==> src/rtl/sipo_rx_pkg.sv <==
// Shared types and defaults for the SIPO receive controller.
package sipo_rx_pkg;

    localparam int unsigned SIPO_WIDTH = 4;

    typedef enum logic [1:0] {
        IDLE  = 2'b00,
        SHIFT = 2'b01,
        PAR   = 2'b10
    } state_t;

endpackage

==> src/rtl/sipo_shreg.sv <==
// WIDTH-bit enable-gated serial-in/parallel-out chain built as a row of D-FFs;
// d enters at q[0], so the oldest bit ends up at q[WIDTH-1].
module sipo_shreg
    import sipo_rx_pkg::*;
#(
    parameter int unsigned WIDTH = SIPO_WIDTH
) (
    input  logic             clk,
    input  logic             rst_n,
    input  logic             en,
    input  logic             d,
    output logic [WIDTH-1:0] q
);

    for (genvar i = 0; i < WIDTH; i++) begin : g_ff
        logic ff;
        logic ff_d;

        if (i == 0) begin : g_head
            assign ff_d = d;
        end else begin : g_link
            assign ff_d = q[i-1];
        end

        always_ff @(posedge clk or negedge rst_n) begin
            if (!rst_n) begin
                ff <= 1'b0;
            end else if (en) begin
                ff <= ff_d;
            end
        end

        assign q[i] = ff;
    end

endmodule

==> src/rtl/sipo_rx_ctrl.sv <==
// Receive controller: sequences the SIPO chain per frame and hands words to a
// valid/ready holding register. Build macro SIPO_RX_PARITY_CHK_EN adds an even-parity bit.
module sipo_rx_ctrl
    import sipo_rx_pkg::*;
#(
    parameter int unsigned WIDTH = SIPO_WIDTH
) (
    input  logic             clk,
    input  logic             rst_n,
    input  logic             start,
    input  logic             sin,
    input  logic             sin_vld,
    output logic [WIDTH-1:0] pdata,
    output logic             pvalid,
    input  logic             pready,
    output logic             busy,
    output logic             overrun,
    output logic             par_err
);

    localparam int unsigned CNT_W = (WIDTH > 1) ? $clog2(WIDTH) : 1;
    localparam logic [CNT_W-1:0] LAST_CNT = CNT_W'(WIDTH - 1);

    state_t           state;
    state_t           state_nxt;
    logic [CNT_W-1:0] cnt;
    logic [CNT_W-1:0] cnt_nxt;
    logic             shift_en_c;
    logic             deliver_c;
    logic             par_c;
    logic             holder_free_c;
    logic [WIDTH-1:0] chain;
    logic [WIDTH-1:0] word_c;

    sipo_shreg #(
        .WIDTH (WIDTH)
    ) u_shreg (
        .clk   (clk),
        .rst_n (rst_n),
        .en    (shift_en_c),
        .d     (sin),
        .q     (chain)
    );

`ifdef SIPO_RX_PARITY_CHK_EN
    // Data is already settled in the chain; the strobed bit is the parity bit.
    assign word_c = chain;
    assign par_c  = (^chain) ^ sin;
`else
    // Deliver on the last data strobe, so splice the incoming bit in directly.
    logic unused_chain_msb;
    assign unused_chain_msb = chain[WIDTH-1];
    assign word_c = {chain[WIDTH-2:0], sin};
    assign par_c  = 1'b0;
`endif

    assign holder_free_c = !pvalid || pready;

    always_ff @(posedge clk or negedge rst_n) begin
        if (!rst_n) begin
            state <= IDLE;
            cnt   <= '0;
        end else begin
            state <= state_nxt;
            cnt   <= cnt_nxt;
        end
    end

    // Next state; start takes priority everywhere and discards any partial frame.
    always_comb begin
        state_nxt  = state;
        cnt_nxt    = cnt;
        shift_en_c = 1'b0;
        deliver_c  = 1'b0;
        if (start) begin
            state_nxt = SHIFT;
            cnt_nxt   = '0;
        end else begin
            case (state)
                IDLE: begin
                    state_nxt = IDLE;
                end
                SHIFT: begin
                    if (sin_vld) begin
                        shift_en_c = 1'b1;
                        if (cnt == LAST_CNT) begin
                            cnt_nxt = '0;
`ifdef SIPO_RX_PARITY_CHK_EN
                            state_nxt = PAR;
`else
                            state_nxt = IDLE;
                            deliver_c = 1'b1;
`endif
                        end else begin
                            cnt_nxt = cnt + CNT_W'(1);
                        end
                    end
                end
`ifdef SIPO_RX_PARITY_CHK_EN
                PAR: begin
                    if (sin_vld) begin
                        deliver_c = 1'b1;
                        state_nxt = IDLE;
                    end
                end
`endif
                default: begin
                    state_nxt = IDLE;
                    cnt_nxt   = '0;
                end
            endcase
        end
    end

    // Holding register, handshake and overrun pulse.
    always_ff @(posedge clk or negedge rst_n) begin
        if (!rst_n) begin
            busy    <= 1'b0;
            pdata   <= '0;
            pvalid  <= 1'b0;
            overrun <= 1'b0;
            par_err <= 1'b0;
        end else begin
            busy    <= (state_nxt != IDLE);
            overrun <= 1'b0;
            if (deliver_c) begin
                if (holder_free_c) begin
                    pdata   <= word_c;
                    pvalid  <= 1'b1;
                    par_err <= par_c;
                end else begin
                    overrun <= 1'b1;
                end
            end else if (pvalid && pready) begin
                pvalid <= 1'b0;
            end
        end
    end

endmodule

==> config.mk <==
export PLATFORM = sky130hd
export DESIGN_NAME = sipo_rx_ctrl
export DESIGN_NICKNAME = d
export VERILOG_FILES = /design/src/rtl/sipo_rx_pkg.sv /design/src/rtl/sipo_shreg.sv /design/src/rtl/sipo_rx_ctrl.sv
export SDC_FILE = /design/constraint.sdc
export NUM_CORES = 1
export LEC_CHECK = 0
export BUFFER_PORTS_ARGS = -buffer_cell sky130_fd_sc_hd__buf_2
export CORE_UTILIZATION = 45
export CTS_BUF_LIST = sky130_fd_sc_hd__clkbuf_16
export DETAILED_ROUTE_END_ITERATION = 6
export HOLD_SLACK_MARGIN = 0.12
export PLACE_DENSITY = 0.71
export SLEW_MARGIN = 5
export SYNTH_ARGS = -nofsm -noshare
export SYNTH_HDL_FRONTEND = slang
export SYNTH_HIERARCHICAL = 1
export SYNTH_SLANG_ARGS = --single-unit
==> constraint.sdc <==
create_clock -name clk -period 1.45 [get_ports clk]
set_clock_uncertainty 0.15 [all_clocks]
set_input_delay 0.2175 -clock clk [delete_from_list [all_inputs] [get_ports clk]]
set_output_delay 0.2175 -clock clk [all_outputs]
set_load 0.02 [all_outputs]
==> flow_metrics.tcl, run 1 <==
set metrics [dict create \
    grtUsageTotal_pct 17.1 \
    num_io_pins 14 \
    area.sequential_sq_um 350 \
    grt_overflow 0 \
    multiInputGateArea_sq_um 224 \
    finalWeightedCongestion 0.762 \
    num_vias 374 \
    cts.htree.levels 1 \
    grt_pass1_wl_mm 1.64 \
    busiest_layer "met2" \
    met2_usage_pct 27.1 \
    core.rowCount 12 \
    cts.reportedPaths.clkPinSlew_ns 0.04 \
    hold_path_class "in2reg" \
    cts_tree "built" \
    wl_mm 1.04 \
    setup_tns_ns 0 \
    finalSetupViolCount 0 \
    p_int_w 0.000844 \
    diodes 0 \
    wire_per_inst_microns 13.7 \
    status "complete, no violations" \
    clkPwrFrac_pct 48.2 \
    antenna_left 0 \
    cp_max_fo 5 \
    grt_max_degree 15 \
    comb_power_share_pct 8.4 \
    final_nets 70 \
    post-route-period-util_pct 99.0 \
    avgSynthCellArea_sq_um 14.1 \
    drt_iter0_markers 8 \
    drv_cap 0 \
    worstPathRequired_ns 1.42 \
    p_sw_w 0.000206 \
    slew_violations 0 \
    drc 0 \
    post-place-ws_ns 0.00416 \
    die_y_microns 38.6 \
    seqPwrFrac_pct 43.4 \
    p_leak_nw 0.416 \
    initial_utilization_pct 51.6 \
    vdd_drop_max_mv 0.657 \
    clk_latency_ns 0.24 \
    numCtsBuffers 3 \
    p_total_w 0.00105 \
    rsz0062_at_grt "true" \
    syn-cell-area_sq_um 604 \
    nFillCells 83 \
    syn_to_final_growth_pct 29.8 \
    grt_pass1_vias 395 \
    drive_above_1_share_pct 48.4 \
    die-area_sq_um 1490 \
    hold_path_depth 3 \
    arrival_ns 1.41 \
    switching_share_pct 19.7 \
    grtUsageMet3_pct 5.20 \
    crit_type "reg2reg" \
    syn_inst 43 \
    portBuffers 12 \
    reg2reg_depth 3 \
    fmax_ghz 0.697 \
    ctsRootBufferMaster "clkbuf_16" \
    clockBufferDepth 2 \
    viasPerCell 4.92 \
    coreArea_sq_um 1170 \
    cts_resized 0 \
    finalWorstSetupSlack_ns 0.0146 \
    die_w_microns 38.6 \
    post-dp-hpwl_microns 687 \
    place_area_sq_um 671 \
    stdcell_area_sq_um 785 \
    start_kind "flip-flop" \
    use_met1_pct 20.1 \
    critPathCaptureType "flip-flop" \
    period_minus_slack_ns 1.44 \
    cts_sinks 14 \
    antenna_found_initial 0 \
    hold_violations 0 \
    ys.warnings.count 6 \
    fin_hold_ws_ns 0.135 \
    drt-pass1-iter-count 3 \
    power.density_nw_per_um2 1340 \
]
-- final cells by class --
cell class | count | share of cell area, %
Inverter | 1 | 0.478
Multi-Input combinational cell | 25 | 28.5
Tap cell | 14 | 2.23
Sequential cell | 14 | 44.7
Clock inverter | 1 | 0.478
Timing Repair Buffer | 18 | 14.0
Clock buffer | 3 | 9.57
-- layout by cell type, fill, tap and decap left out --
cell / instances
nand2b_1: 1
clkinv_1: 1
inv_1: 1
ha_1: 1
and4bb_4: 1
clkbuf_16: 3
mux2_4: 4
nand2_1: 4
mux2_2: 3
nor3_1: 2
conb_1: 2
buf_2: 12
buf_4: 4
mux2i_1: 2
dfrtp_1: 14
nor2_1: 2
a31o_2: 2
dlygate4sd3_1: 2
nand3_4: 1
-- sequential cells by signal, summed over array words and instances (netlist names) --
name,flops
overrun,1
u_shreg/g_ff.ff,3
cnt,2
busy,1
state,2
pdata,4
pvalid,1
-- worst max-delay path, cell delays in order (launching register included) --
cell and delay [ns]:
dfrtp_1 0.37, and4bb_4 0.36, nand3_4 0.12, mux2_4 0.32
-- metal layers --
layer / routed length, microns / share of wire [%]
met5: 0 / 0
met4: 8 / 0.77
met3: 33 / 3.2
met2: 501 / 48
met1: 497 / 48
-- path summary, 6_finish.rpt --
check,end,slack [ns],startpoint
max in group asynchronous,cnt[1]$_DFFE_PN0P_,0.67,rst_n
min in group asynchronous,pvalid$_DFFE_PN0P_,0.25,rst_n
setup / recovery,pdata[2]$_DFFE_PN0P_,0.01,state[1]$_DFF_PN0_
setup reg to reg,pdata[2]$_DFFE_PN0P_,0.01,state[1]$_DFF_PN0_
hold / removal,cnt[1]$_DFFE_PN0P_,0.14,start
hold reg to reg,pdata[3]$_DFFE_PN0P_,0.36,pdata[3]$_DFFE_PN0P_
-- through the flow --
stage | cells | util (%)
3_5_place_dp | 68 | 57.3
6_report | 76 | 67.0
4_1_cts | 74 | 65.7
5_1_grt | 76 | 67.0
2_1_floorplan | 44 | -
3_3_place_gp | 68 | 57.3
-- power groups by stage --
stage	clock network (W)	registers [W]	logic [W]
2_1_floorplan	0	0.000456	0.0000906
3_3_place_gp	0	0.000457	0.0000784
3_5_place_dp	0	0.000460	0.0000806
4_1_cts	0.000518	0.000455	0.0000860
5_1_grt	0.000534	0.000461	0.0000960
6_report	0.000507	0.000456	0.0000878
-- timing repair --
| item | CTS | global route |
|---|---|---|
| setup endpoints to repair | 4 | 4 |
| endpoints found under the hold margin | 16 | 0 |
| pin swaps | 1 | 0 |
| setup buffers | 0 | 2 |
| hold buffers | 2 | 0 |
Note: power is estimated with default switching activity, not from simulation.
==> run 2, diff against run 1 <==
SETUP_SLACK_MARGIN = 0.05   (was unset)
==> flow_metrics.tcl, run 2 (synthesis results as in run 1) <==
set metrics [dict create \
    fin_hold_ws_ns 0.144 \
    die_y_microns 38.6 \
    slowest_delay_ns 0.38 \
    final_common_cell "dfrtp_1" \
    antenna_left 0 \
    reg_top3 "pdata: 4 flops, u_shreg/g_ff.ff: 3 flops" \
    worstPathRequired_ns 1.42 \
    cts.reportedPaths.clkPinSlew_ns 0.04 \
    grt_pass1_vias 372 \
    stdcell_area_sq_um 783 \
    grt_pass1_wl_mm 1.59 \
    clockBufferDepth 2 \
    cp_max_fo 5 \
    drt-pass1-iter-count 4 \
    post-place-ws_ns 0.0165 \
    wire_per_inst_microns 12.4 \
    p_total_w 0.00104 \
    die-area_sq_um 1490 \
    core.rowCount 12 \
    drv_cap 0 \
    syn_to_final_growth_pct 29.6 \
    cts_tree "built" \
    arrival_ns 1.41 \
    viasPerCell 5.00 \
    cp_cell_sequence "and4bb_4 -> nand3_4 -> mux2_4" \
    post-route-period-util_pct 99.6 \
    diodes 0 \
    status "complete, no violations" \
    crit_type "reg2reg" \
    hold_violations 0 \
    initial_utilization_pct 51.6 \
    numCtsBuffers 3 \
    clk_latency_ns 0.24 \
    grt_overflow 0 \
    cp_top_family "simple AND/OR/NAND/NOR gates" \
    grt_max_degree 15 \
    rsz0062_at_grt "true" \
    cts.htree.levels 1 \
    slew_violations 0 \
    finalSetupViolCount 0 \
    wl_microns 928 \
    num_vias 375 \
    post-cts-setup-buffer-count 0 \
    antenna_found_initial 0 \
    nFillCells 90 \
    grtUsageTotal_pct 16.6 \
    hold_path_class "in2reg" \
    largest_reg_flops 4 \
    finalWorstSetupSlack_ns 0.00628 \
    path_buf_inv 0 \
    regMostFlops "pdata" \
    drc 0 \
    vdd_drop_max_mv 1.06 \
    p_leak_nw 0.413 \
    power.density_nw_per_um2 1320 \
    finalWeightedCongestion 0.734 \
    start_kind "flip-flop" \
    post-dp-hpwl_microns 671 \
    fmax_ghz 0.693 \
    place_area_sq_um 678 \
    cp_slowest_cell "dfrtp_1" \
    final_nets 70 \
    layout_common_cells "14 x dfrtp_1, 12 x buf_2, 4 x nand2_1, 4 x mux2_4" \
    ctsRootBufferMaster "clkbuf_16" \
    num_io_pins 14 \
    coreArea_sq_um 1170 \
    portBuffers 12 \
    critPathCaptureType "flip-flop" \
    die_w_microns 38.6 \
    cts_sinks 14 \
    period_minus_slack_ns 1.44 \
    cts_resized 0 \
    drive_above_1_share_pct 47.5 \
    drt_iter0_markers 8 \
]
## run 2: cell types whose count changed in the layout (fill, tap and decap cells not counted), sizes merged
cell,change
dlygate4sd3,+1
buf,-1
clkinv,-1
## run 2: layout make-up
class / count / area (sq um) / area share [%]
flip-flops and latches: 14 / 350 / 44.7
multi-input cells: 25 / 224 / 28.6
repair buffers: 18 / 113 / 14.4
clock buffers: 3 / 75.1 / 9.58
well taps: 14 / 17.5 / 2.24
inverters: 1 / 3.75 / 0.479
## run 2: worst reg2reg max path, cell delays in order, from the launching register on
cell and delay, ns:
dfrtp_1 0.38, and4bb_4 0.36, nand3_4 0.12, mux2_4 0.32
## run 2: per-layer routing
layer	up-vias	wire (microns)	track usage [%]
met2	13	407	27.5
met3	2	45	5.20
met4	0	19	10.3
met1	179	456	18.3
li1	181	-	-
met5	-	0	0
## run 2: per-stage QoR
stage / utilization (%) / TNS [ns] / std cells
after global routing: 66.9 / -0.111 / 75
after CTS: 66.9 / 0 / 75
final: 66.9 / 0 / 75
after detailed placement: 57.9 / 0 / 69
after floorplan: - / 0 / 44
after global placement: 57.9 / 0 / 69
## run 2: worst paths after layout
path                                         to  slack [ns]                  from  cells past startpoint
max in group asynchronous    state[0]$_DFF_PN0_        0.68                 rst_n                      2
hold reg to reg            pdata[1]$_DFFE_PN0P_        0.36  pdata[1]$_DFFE_PN0P_                      1
hold / removal               state[0]$_DFF_PN0_        0.14                 start                      3
min in group asynchronous  pdata[3]$_DFFE_PN0P_        0.25                 rst_n                      2
setup / recovery           pdata[0]$_DFFE_PN0P_       0.006    state[1]$_DFF_PN0_                      3
setup reg to reg           pdata[0]$_DFFE_PN0P_       0.006    state[1]$_DFF_PN0_                      3
## run 2: power breakdown
group	switching [W]	internal, W	leakage [nW]
clock network	0.000135	0.000359	0.0370
logic	0.0000364	0.0000520	0.195
registers	0.0000239	0.000430	0.181
## run 2: what timing repair did
action | 4_1_cts | 5_1_grt
hold endpoints to repair | 18 | 0
hold buffers | 3 | 0
setup endpoints to repair | 4 | 4
